$ cat src/rtl/fifo_pkg.sv
// ---------------------------------------------------------------------------
// fifo_pkg
// Shared defaults and helpers for the parameterised FWFT FIFO.
//   FIFO_DATA_W  : default data word width
//   FIFO_DEPTH   : default number of entries (power of two, >= 2)
//   level_width(): bits needed to hold an occupancy of 0..depth
//   lvl_op_e     : per-cycle occupancy action, encoded as {push, pop}
// ---------------------------------------------------------------------------
package fifo_pkg;

    localparam int unsigned FIFO_DATA_W = 9;
    localparam int unsigned FIFO_DEPTH  = 16;

    // The level must represent DEPTH itself, so one bit wider than a pointer.
    function automatic int unsigned level_width(input int unsigned depth);
        return $clog2(depth) + 1;
    endfunction

    typedef enum logic [1:0] {
        LVL_HOLD = 2'b00,
        LVL_POP  = 2'b01,
        LVL_PUSH = 2'b10,
        LVL_BOTH = 2'b11
    } lvl_op_e;

endpackage

$ cat src/rtl/fifo_if.sv
// ---------------------------------------------------------------------------
// fifo_if
// Push/pop handshake and status bundle for fifo_param.
//   master : producer/consumer side, drives write/data_in/read/clr_err
//   slave  : FIFO side, drives data_out, status flags, level, error flags
// ---------------------------------------------------------------------------
interface fifo_if
    import fifo_pkg::*;
#(
    parameter int unsigned DATA_W = FIFO_DATA_W,
    parameter int unsigned DEPTH  = FIFO_DEPTH
);

    localparam int unsigned LVL_W = level_width(DEPTH);

    logic              write;
    logic [DATA_W-1:0] data_in;
    logic              read;
    logic              clr_err;
    logic [DATA_W-1:0] data_out;
    logic              dav;
    logic              full;
    logic              almost_full;
    logic              almost_empty;
    logic [LVL_W-1:0]  level;
    logic              overflow;
    logic              underflow;

    modport master (
        output write, data_in, read, clr_err,
        input  data_out, dav, full, almost_full, almost_empty, level,
               overflow, underflow
    );

    modport slave (
        input  write, data_in, read, clr_err,
        output data_out, dav, full, almost_full, almost_empty, level,
               overflow, underflow
    );

endinterface

$ cat src/rtl/fifo_mem.sv
// ---------------------------------------------------------------------------
// fifo_mem
// Storage array for fifo_param. Not reset.
//   clk   : write clock, rising edge
//   we    : write enable
//   waddr : write address (write pointer)
//   wdata : write data
//   raddr : read address (read pointer)
//   rdata : asynchronous read data at raddr
// ---------------------------------------------------------------------------
module fifo_mem
    import fifo_pkg::*;
#(
    parameter int unsigned DATA_W = FIFO_DATA_W,
    parameter int unsigned DEPTH  = FIFO_DEPTH
) (
    input  logic                     clk,
    input  logic                     we,
    input  logic [$clog2(DEPTH)-1:0] waddr,
    input  logic [DATA_W-1:0]        wdata,
    input  logic [$clog2(DEPTH)-1:0] raddr,
    output logic [DATA_W-1:0]        rdata
);

    logic [DATA_W-1:0] mem [DEPTH];

    always_ff @(posedge clk) begin
        if (we) begin
            mem[waddr] <= wdata;
        end
    end

    // Combinational read gives first-word-fall-through at the FIFO head.
    assign rdata = mem[raddr];

endmodule

$ cat src/rtl/fifo_param.sv
// ---------------------------------------------------------------------------
// fifo_param
// Parameterised first-word-fall-through FIFO with sticky error flags.
//   clk      : clock, rising edge
//   reset_b  : asynchronous active-low reset (clears pointers, level, flags)
//   bus      : fifo_if.slave
//     write/data_in  push request and data
//     read           pop request
//     clr_err        clears overflow/underflow (a same-cycle error wins)
//     data_out       head word while dav=1, zero otherwise
//     dav/full/almost_full/almost_empty  decoded from registered level
//     level          occupancy 0..DEPTH
//     overflow       sticky: push rejected while full
//     underflow      sticky: pop requested while empty
// ---------------------------------------------------------------------------
module fifo_param
    import fifo_pkg::*;
#(
    parameter int unsigned DATA_W    = FIFO_DATA_W,
    parameter int unsigned DEPTH     = FIFO_DEPTH,
    parameter int unsigned AF_THRESH = DEPTH - 2,
    parameter int unsigned AE_THRESH = 2
) (
    input  logic  clk,
    input  logic  reset_b,
    fifo_if.slave bus
);

    localparam int unsigned PTR_W = $clog2(DEPTH);
    localparam int unsigned LVL_W = level_width(DEPTH);

    logic [PTR_W-1:0]  wr_ptr;
    logic [PTR_W-1:0]  rd_ptr;
    logic [LVL_W-1:0]  level;
    logic              overflow;
    logic              underflow;
    logic              full;
    logic              dav;
    logic              push_ok;
    logic              pop_ok;
    logic              ovf_set;
    logic              udf_set;
    logic [DATA_W-1:0] head;
    lvl_op_e           lvl_op;

    // Status decoded only from the registered level.
    assign full = (level == LVL_W'(DEPTH));
    assign dav  = (level != '0);

    // A push into a full FIFO is accepted when a pop frees the head slot at
    // the same edge; full implies dav, so that pop is always accepted too.
    always_comb begin
        push_ok = 1'b0;
        pop_ok  = 1'b0;
        ovf_set = 1'b0;
        udf_set = 1'b0;
        if (bus.write) begin
            if (!full || bus.read) begin
                push_ok = 1'b1;
            end else begin
                ovf_set = 1'b1;
            end
        end
        if (bus.read) begin
            if (dav) begin
                pop_ok = 1'b1;
            end else begin
                udf_set = 1'b1;
            end
        end
    end

    assign lvl_op = lvl_op_e'({push_ok, pop_ok});

    always_ff @(posedge clk or negedge reset_b) begin
        if (!reset_b) begin
            wr_ptr <= '0;
            rd_ptr <= '0;
            level  <= '0;
        end else begin
            if (push_ok) begin
                wr_ptr <= wr_ptr + PTR_W'(1);
            end
            if (pop_ok) begin
                rd_ptr <= rd_ptr + PTR_W'(1);
            end
            unique case (lvl_op)
                LVL_PUSH: level <= level + LVL_W'(1);
                LVL_POP:  level <= level - LVL_W'(1);
                default:  level <= level;
            endcase
        end
    end

    always_ff @(posedge clk or negedge reset_b) begin
        if (!reset_b) begin
            overflow  <= 1'b0;
            underflow <= 1'b0;
        end else begin
            if (ovf_set) begin
                overflow <= 1'b1;
            end else if (bus.clr_err) begin
                overflow <= 1'b0;
            end
            if (udf_set) begin
                underflow <= 1'b1;
            end else if (bus.clr_err) begin
                underflow <= 1'b0;
            end
        end
    end

    fifo_mem #(
        .DATA_W (DATA_W),
        .DEPTH  (DEPTH)
    ) u_mem (
        .clk   (clk),
        .we    (push_ok),
        .waddr (wr_ptr),
        .wdata (bus.data_in),
        .raddr (rd_ptr),
        .rdata (head)
    );

    assign bus.data_out     = dav ? head : '0;
    assign bus.dav          = dav;
    assign bus.full         = full;
    assign bus.almost_full  = (level >= LVL_W'(AF_THRESH));
    assign bus.almost_empty = (level <= LVL_W'(AE_THRESH));
    assign bus.level        = level;
    assign bus.overflow     = overflow;
    assign bus.underflow    = underflow;

endmodule

$ cat src/flat_wrapper.sv
// flat-port wrapper written by rule: the top's interface ports become plain ports
module fifo_param_flat import fifo_pkg::*;
#(
    parameter int unsigned DATA_W    = FIFO_DATA_W,
    parameter int unsigned DEPTH     = FIFO_DEPTH,
    parameter int unsigned AF_THRESH = DEPTH - 2,
    parameter int unsigned AE_THRESH = 2
)
  (clk, reset_b, bus_write, bus_data_in, bus_read, bus_clr_err, bus_data_out, bus_dav, bus_full, bus_almost_full, bus_almost_empty, bus_level, bus_overflow, bus_underflow);
  fifo_if #(.DATA_W(DATA_W), .DEPTH(DEPTH)) bus_i ();
  input  logic clk;
  input  logic reset_b;
  input wire logic [$bits(bus_i.write)-1:0] bus_write;
  input wire logic [$bits(bus_i.data_in)-1:0] bus_data_in;
  input wire logic [$bits(bus_i.read)-1:0] bus_read;
  input wire logic [$bits(bus_i.clr_err)-1:0] bus_clr_err;
  output wire logic [$bits(bus_i.data_out)-1:0] bus_data_out;
  output wire logic [$bits(bus_i.dav)-1:0] bus_dav;
  output wire logic [$bits(bus_i.full)-1:0] bus_full;
  output wire logic [$bits(bus_i.almost_full)-1:0] bus_almost_full;
  output wire logic [$bits(bus_i.almost_empty)-1:0] bus_almost_empty;
  output wire logic [$bits(bus_i.level)-1:0] bus_level;
  output wire logic [$bits(bus_i.overflow)-1:0] bus_overflow;
  output wire logic [$bits(bus_i.underflow)-1:0] bus_underflow;
  assign bus_i.write = bus_write;
  assign bus_i.data_in = bus_data_in;
  assign bus_i.read = bus_read;
  assign bus_i.clr_err = bus_clr_err;
  assign bus_data_out = bus_i.data_out;
  assign bus_dav = bus_i.dav;
  assign bus_full = bus_i.full;
  assign bus_almost_full = bus_i.almost_full;
  assign bus_almost_empty = bus_i.almost_empty;
  assign bus_level = bus_i.level;
  assign bus_overflow = bus_i.overflow;
  assign bus_underflow = bus_i.underflow;
  fifo_param #(.DATA_W(DATA_W), .DEPTH(DEPTH), .AF_THRESH(AF_THRESH), .AE_THRESH(AE_THRESH)) u_core (.clk(clk), .reset_b(reset_b), .bus(bus_i));
endmodule
$ cat config.mk
export PLATFORM = sky130hd
export DESIGN_NAME = fifo_param_flat
export DESIGN_NICKNAME = d
export VERILOG_FILES = /design/src/rtl/fifo_pkg.sv /design/src/rtl/fifo_if.sv /design/src/rtl/fifo_mem.sv /design/src/rtl/fifo_param.sv /design/src/flat_wrapper.sv
export SDC_FILE = /design/constraint.sdc
export NUM_CORES = 1
export LEC_CHECK = 0
export CORE_UTILIZATION = 35
export CTS_BUF_LIST = sky130_fd_sc_hd__clkbuf_4 sky130_fd_sc_hd__clkbuf_8
export CTS_CLUSTER_DIAMETER = 150
export CTS_CLUSTER_SIZE = 14
export DETAILED_ROUTE_END_ITERATION = 10
export DONT_BUFFER_PORTS = 1
export HOLD_SLACK_MARGIN = 0.08
export PLACE_DENSITY = 0.57
export RECOVER_POWER = 50
export SLEW_MARGIN = 20
export SYNTH_ARGS = -nofsm -noshare
export SYNTH_HDL_FRONTEND = slang
export SYNTH_SLANG_ARGS = --single-unit
export TNS_END_PERCENT = 50
$ cat constraint.sdc
create_clock -name clk -period 3.9 [get_ports clk]
set_clock_uncertainty 0.2 [all_clocks]
set_input_delay 0.39 -clock clk [delete_from_list [all_inputs] [get_ports clk]]
set_output_delay 0.39 -clock clk [all_outputs]
set_load 0.1 [all_outputs]
After elaboration in Yosys (flattened, before gate mapping)
Memories as Yosys holds them, arrays and structs flattened.
Cells that the tools add are included.
Word-level totals
  memories kept: 1
  memory bits (writable): 144
  output and inout port bits: 20
  logic and storage cells: 36
  input port bits: 14
  register bits after elaboration: 15
Memories
  u_core.u_mem.mem: words 16, bits a word 9, read ports 1, clocked after Yosys merged registers in 0, wr ports 1, line fifo_mem.sv:25  | logic [DATA_W-1:0] mem [DEPTH];
Operators by class
  reduce and logical (&&, ||, !) cells: 6
  add/subtract/negate cells: 4
  multiplexer cells: 15
  $lt $le $gt $ge: 2
  equal/unequal tests: 3
Operators with widths (number)
  $mux 1: 13
  $pmux 5 s2: 1
  $mux 9: 1
  $add 4x1->4 const B: 2
  $reduce_bool 2->1: 3
  $add 5x1->5 const B: 1
  $eq 5x5->1 const B: 1
  $ge 5x4->1 const B: 1
  $le 5x2->1 const B: 1
  $reduce_bool 5->1: 1
  $sub 5x1->5 const B: 1
  $eq 2x1->1 const B: 1
  $eq 2x2->1 const B: 1
  $logic_not 1->1: 1
  $logic_or 1x1->1: 1

Depth between registers and ports, before layout
Gate-level depths: netlist of the first run.
  depth after elaboration: 7
  gate-level depth with buffers: 13
  mapped depth without buffers: 11

Modules after synthesis
From an unflattened synthesis of the first run, not the netlist that was laid out.
Unflattened totals
  cell total of the unflattened synthesis: 336
  area total of the unflattened synthesis: 6521.3 um2
By module, submodules not included
  fifo_mem: times used 1, area each 5600.4 um2, cells an instance 245
  fifo_param: times used 1, area each 920.9 um2, cells an instance 91

Worst setup path after synthesis of the first run
OpenSTA, ideal clock, no wires.
  path kind: reg-to-output
  start: reg u_core.level[1] (netlist: u_core.bus.level[1])
  end: out bus_almost_empty
  data required time: 3.310 ns
  cell stages (with the launch flop): 3
  data arrival time: 5.720 ns
  setup slack: -2.410 ns
  path through: dfrtp_1 > buf_4 > a2111oi_0
On the way
  cells in the longest elaborated chain, start to end: 1
RTL lines
  from (decl): line fifo_param.sv:34  | logic [LVL_W-1:0] level;
  from (signal assigned): line fifo_param.sv:88  | LVL_PUSH: level <= level + LVL_W'(1);
  from (signal assigned): line fifo_param.sv:89  | LVL_POP: level <= level - LVL_W'(1);
  from (signal assigned): line fifo_param.sv:90  | default: level <= level;
  $le 5x2->1: line fifo_param.sv:129  | assign bus.almost_empty = (level <= LVL_W'(AE_THRESH));
  to (decl): line flat_wrapper.sv:21  | output wire logic [$bits(bus_i.almost_empty)-1:0] bus_almost_empty;
Every way passes these cells.

Worst setup path after layout of the first run
  start: reg u_core.rd_ptr[1]
  end: out bus_data_out[1]
On the way
  cells in the longest elaborated chain, start to end: 2
RTL lines
  from (decl): line fifo_param.sv:33  | logic [PTR_W-1:0] rd_ptr;
  from (signal assigned): line fifo_param.sv:85  | rd_ptr <= rd_ptr + PTR_W'(1);
  $mem_v2 16x9
  $mux 9: line fifo_param.sv:125  | assign bus.data_out = dav ? head : '0;
  to (decl): line flat_wrapper.sv:17  | output wire logic [$bits(bus_i.data_out)-1:0] bus_data_out;
Every way passes these cells.

==> metrics, run 1 <==
via-per-instance ratio 5.16; CTS H-tree lvls 4; register area share after synthesis 0.725; Avg Cell Area, Syn 19.3 sq um; CTS tree built; Initial DRC Count 266; vias in the first global route roughly 3,400; Final nets 400; Max Fclk 281 MHz; Final Hold Violating Endpoints 0; outcome finished with violations; first-pass GRT wire length 20,700 um; synth cell count leaders 144 x edfxtp_1, 36 x mux4_2, 15 x dfrtp_1, 12 x o21ai_0, 11 x a21oi_1; slowest CP cell dfrtp_2; MaxCap Viol Count 3; Max FO, Critical Path 34; number of diodes 0; largest net degree at the start of global routing 35; crit share post-route 0.912; slew at the pin with the worst max-slew slack 1.60 ns; Post-synth EDFFs 144; Vias 3,199; grt total ovfl 0; DRC 3; wire length per cell 21.6 um; Rel. slew slack -0.0664; Post-synth ARST share 0.0943; Max clock buf depth 2; Reg clk slew, reported paths 0.09 ns; sequence of cells on the critical path mux4_2 > mux2_2 > o21ai_0 > a21oi_2 > buf_4; CTS root buf clkbuf_8; WS Path Type flip-flop to primary output; setup violators final 0; die height 138 um; cell row count a little under 50; top_reg_cell synth edfxtp_1; final WL 13,400 um; Initial Utilization 0.358; Critical Path End Type primary output; Synth cell types 38; Final Hold Slack 0.177 ns; post-route ant nets 0; Mapped Area between 6000 and 7000 sq um; post-route minimum period between 3 and 4 ns; unrepaired setup endpoints after global routing false; failing checks DRC, capacitance limit, slew limit; Pre-antenna DRT Iters 8; CP Buf/Inv Count 1; GP Congestion 0.727; antenna violations before repair 0; count leader, synth edfxtp_1; gr usage total 0.152; hpwl dp between 8000 and 9000 um; Die Area 19,100 sq um; layout cell share with drive strength beyond 1 0.297; CP startpoint kind flip-flop; syn nets roughly 360; Inst Count DP approximately 570; Synth top area share 0.667; Clk Latency, worst-skew pair 0.44 ns; die width 138 um; cells after synthesis 336; Sink Count 159; YS warnings 0; arrival time at the worst endpoint 2.97 ns; core footprint 18,100 sq um; final cell count without fillers 620; cell taking the most area after synthesis edfxtp_1; Data required, critical path approximately 3.3 ns; Area growth syn-to-layout 15.0%; CP delay by family, top flip-flops; Synth area leaders edfxtp_1 67%, mux4_2 13%, dfrtp_1 5.8%, mux2_2 1.7%, ha_1 1.5%; Final Max Slew Viols 19; Port-buffer cells 0; CTS buffer count 17; Synth Register Bits 159; max incr delay on CP 1.06 ns; I/O pin cnt 34; Min-Delay Path Class input port to flip-flop; Post-CTS Repair Setup Buffers 0
[flip-flops by register name (all words and copies together), names as in the netlist]
register and count:
u_core.bus.overflow 1, u_core.wr_ptr 4, u_core.bus.underflow 1, u_core.rd_ptr 4, u_core.bus.level 5, u_core.u_mem.mem 144
[final timing paths]
path,slack (ns),endpoint,startpoint,cells after the start
worst max-delay path,0.34,bus_data_out[1],u_core.rd_ptr[1]$_DFFE_PN0P_,5
worst min-delay path,0.18,u_core.wr_ptr[0]$_DFFE_PN0P_,bus_write,2
worst max register to register,0.73,u_core.bus.level[2]$_DFFE_PN0P_,u_core.bus.level[2]$_DFFE_PN0P_,10
worst min register to register,0.43,u_core.bus.level[4]$_DFFE_PN0P_,u_core.bus.level[4]$_DFFE_PN0P_,2
max in group asynchronous,2.75,u_core.rd_ptr[0]$_DFFE_PN0P_,reset_b,1
min in group asynchronous,0.24,u_core.bus.overflow$_DFFE_PN0P_,reset_b,1
[routing by layer]
layer | vias up | share of wire | GRT usage | routed length [um]
met5 | - | 0 | 0 | 0
met2 | 104 | 0.48 | 0.240 | 6440
met3 | 4 | 0.051 | 0.0395 | 683
met4 | 0 | 0.0089 | 0.0538 | 119
met1 | 1651 | 0.46 | 0.204 | 6140
li1 | 1440 | - | - | -
[cell usage in the layout (no fill, tap or decap), drive strengths merged, types with 2 or more instances in the layout]
cell,n
edfxtp,144
mux4,36
buf,23
clkbuf,22
dfrtp,15
dlygate4sd3,14
inv,14
o21ai,12
mux2,11
a21oi,11
mux2i,9
nand2,8
nand3,8
and3,8
xnor2,8
ha,8
nor2,8
clkinv,5
nor3,4
xor2,4
nand2b,2
clkinvlp,2
[cells by family (layout without fill, tap and decap cells)]
group / after synthesis / in the layout / share of synthesized area
DFF: 159 / 159 / 0.725
and+or+nand+nor: 45 / 45 / 0.0376
xor gates and xnor gates: 12 / 12 / 0.0162
AOI/OAI and AO/OA: 30 / 30 / 0.0270
muxes: 56 / 56 / 0.158
adders and majority gates: 8 / 8 / 0.0154
buffers and inverters: 26 / 81 / 0.0205
[per-stage QoR]
| stage | setup TNS [ns] | cell area, sq um | worst slack [ns] | utilization |
|---|---|---|---|---|
| after floorplan | -1.95 | 6500 | -0.390 | - |
| after global placement | 0 | 6950 | 0.767 | 0.384 |
| after detailed placement | 0 | 6950 | 0.766 | 0.384 |
| after CTS | 0 | 7480 | 0.255 | 0.413 |
| after global routing | 0 | 7450 | 0.116 | 0.412 |
| final | 0 | 7450 | 0.343 | 0.412 |
[cell type report]
class	count	area (sq um)
fillers	1633	10600
flip-flops and latches	159	4700
multi-input cells	151	1710
repair buffers	42	344
well taps	229	287
clock buffers	17	234
clock inverters	15	150
inverters	7	31.3
[timing repair]
item	in CTS	in global routing
hold buffers	14	0
endpoints found under the hold margin	165	0
gates resized for setup	0	0
Power of run 1 is left out: the tool's default activity adds up to more than one toggle a clock period on the data nets, which glitch-free logic cannot reach.
==> run 2, diff against run 1 <==
- PLACE_DENSITY: 0.57 -> default
- PLACE_DENSITY_LB_ADDON: default -> 0.08
==> metrics, run 2 (synthesis gave the netlist of run 1 again) <==
outcome finished with violations (unchanged); failing checks DRC, capacitance limit, slew limit (unchanged); Max clock buf depth 2 (unchanged); number of diodes 0 (unchanged); unrepaired setup endpoints after global routing false (unchanged); vias in the first global route 3,528 (was 3,432); GP Congestion 0.716 (was 0.727); Top reg by flops u_core.u_mem.mem (unchanged); Reg clk slew, reported paths 0.08 ns (was 0.09 ns); PwrDens 857 nW/um^2; Die Area 19,100 sq um (unchanged); Final Max Slew Viols 19 (unchanged); Rel. slew slack -0.0605 (was -0.0664); Initial Utilization 0.358 (unchanged); post-route minimum period 3.54 ns (was 3.56 ns); CP delay by family, top flip-flops (unchanged); Area growth syn-to-layout 16.7% (was 15.0%); WS Path Type flip-flop to primary output (unchanged); Net Sw Frac 0.416; CP Buf/Inv Count 2 (was 1); CTS tree built (unchanged); Final Worst Setup Slack 0.358 ns (was 0.343 ns); CTS root buf clkbuf_8 (unchanged); WL met1 6730 um (was 6140 um); hpwl dp 8580 um (was 8340 um); highest metal used met4 (unchanged); I/O pin cnt 34 (unchanged); Min-Delay Path Class input port to flip-flop (unchanged); slew at the pin with the worst max-slew slack 1.59 ns (was 1.60 ns); Max FO, Critical Path 28 (was 34); peak supply drop 0.586 mV; Max Fclk 282 MHz (was 281 MHz); pre-CTS WS 0.767 ns (was 0.766 ns); share of power burned in combinational logic 0.426; Pre-antenna DRT Iters 7 (was 8); first-pass GRT wire length 21,700 um (was 20,700 um); Clk Latency, worst-skew pair 0.43 ns (was 0.44 ns); Critical Path End Type primary output (unchanged); Initial DRC Count 151 (was 266); CTS H-tree lvls 4 (unchanged); post-route ant nets 0 (unchanged); gr usage total 0.161 (was 0.152); Data required, critical path 3.31 ns (about the same); CTS buffer count 17 (unchanged); Inst Count DP 574 (unchanged); core footprint 18,100 sq um (unchanged); Final Util 0.418 (was 0.412); grt total ovfl 0 (unchanged); CP startpoint kind flip-flop (unchanged); Sink Count 159 (unchanged); largest net degree at the start of global routing 29 (was 35); layout cell share with drive strength beyond 1 0.302 (was 0.297); Vias 3,208 (was 3,199); Final nets 400 (unchanged); setup violators final 0 (unchanged); NetSw 2700 uW; clock share of power 0.209; Final Hold Violating Endpoints 0 (unchanged); max reg flops 144 (unchanged); cell row count 49 (unchanged); post-CTS sizing 0 (unchanged); Largest regs u_core.u_mem.mem (144), u_core.bus.level (5) (unchanged); wire length per cell 22.8 um (was 21.6 um); commonest cells after routing, fill and taps aside 144 x edfxtp_1, 36 x mux4_2, 19 x buf_4, 17 x clkbuf_8, 14 x dlygate4sd3_1 (was 144 x edfxtp_1, 36 x mux4_2, 22 x buf_4, 17 x clkbuf_8, 14 x dlygate4sd3_1); slowest CP cell dfrtp_2 (unchanged); die height 138 um (unchanged); Pint 3790 uW; met3 wire length 576 um (was 683 um); MaxCap Viol Count 3 (unchanged); arrival time at the worst endpoint 2.95 ns (was 2.97 ns); via-per-instance ratio 5.17 (was 5.16); final WL 14,100 um (was 13,400 um); LEAKAGE 0.00252 uW; most common cell after layout, fill and taps aside edfxtp_1 (unchanged); crit share post-route 0.908 (was 0.912); DR WL met2 6540 um (was 6440 um); DRC 6 (was 3); sequence of cells on the critical path buf_12 > mux4_2 > mux2_2 > o21ai_0 > a21oi_2 > buf_4 (was mux4_2 > mux2_2 > o21ai_0 > a21oi_2 > buf_4); max incr delay on CP 0.95 ns (was 1.06 ns); antenna violations before repair 0 (unchanged); final cell count without fillers 620 (unchanged); Port-buffer cells 0 (unchanged); part of the power in registers 0.365; die width 138 um (unchanged)
-- run 2: per-stage QoR --
stage	power (uW)	hold slack [ns]	setup TNS [ns]	cell area (sq um)
5_1_grt	6810	0.173	0	7560
4_1_cts	6600	0.147	0	7590
6_report	6480	0.178	0	7560
2_1_floorplan	4470	-0.106	-1.95	6500
3_3_place_gp	5200	-0.105	0	7000
3_5_place_dp	5200	-0.105	0	7000
-- run 2: power groups by stage --
| stage | Clock (uW) | Combinational (uW) | Sequential [uW] |
|---|---|---|---|
| 5_1_grt | 1470 | 2920 | 2420 |
| 3_5_place_dp | 0 | 2790 | 2420 |
| 4_1_cts | 1400 | 2830 | 2380 |
| 3_3_place_gp | 0 | 2780 | 2410 |
| 2_1_floorplan | 0 | 2060 | 2410 |
| 6_report | 1360 | 2760 | 2370 |
-- run 2: area by class of cell --
class	instances	area [sq um]
fill	1593	10500
sequential	159	4700
multi-input combinational	151	1710
timing repair buffer	42	382
tap	229	287
clock buffer	20	256
clock inverter	12	191
inverter	7	31.3
-- run 2: path summary, 6_finish.rpt --
path                       slack [ns]  cells past startpoint                               to                             from
min in group asynchronous        0.26                      1  u_core.bus.level[3]$_DFFE_PN0P_                          reset_b
min reg2reg                      0.43                      2     u_core.wr_ptr[3]$_DFFE_PN0P_     u_core.wr_ptr[0]$_DFFE_PN0P_
max reg2reg                      0.69                     10  u_core.bus.level[2]$_DFFE_PN0P_  u_core.bus.level[2]$_DFFE_PN0P_
max in group asynchronous        2.70                      1     u_core.rd_ptr[0]$_DFFE_PN0P_                          reset_b
min                              0.18                      2     u_core.wr_ptr[0]$_DFFE_PN0P_                        bus_write
max                              0.36                      6                  bus_data_out[1]     u_core.rd_ptr[1]$_DFFE_PN0P_
-- run 2: what timing repair did --
item                      4_1_cts  5_1_grt
hold endpoints to repair      165        0
buffers inserted                0        0
hold buffers                   14        0
-- run 2: per-layer routing --
metal | global-route usage | vias to the layer above
met5 | 0 | -
met4 | 0.0621 | 0
met3 | 0.0402 | 11
met2 | 0.250 | 87
met1 | 0.220 | 1677
li1 | - | 1433
(Power assumes the default switching activity.)
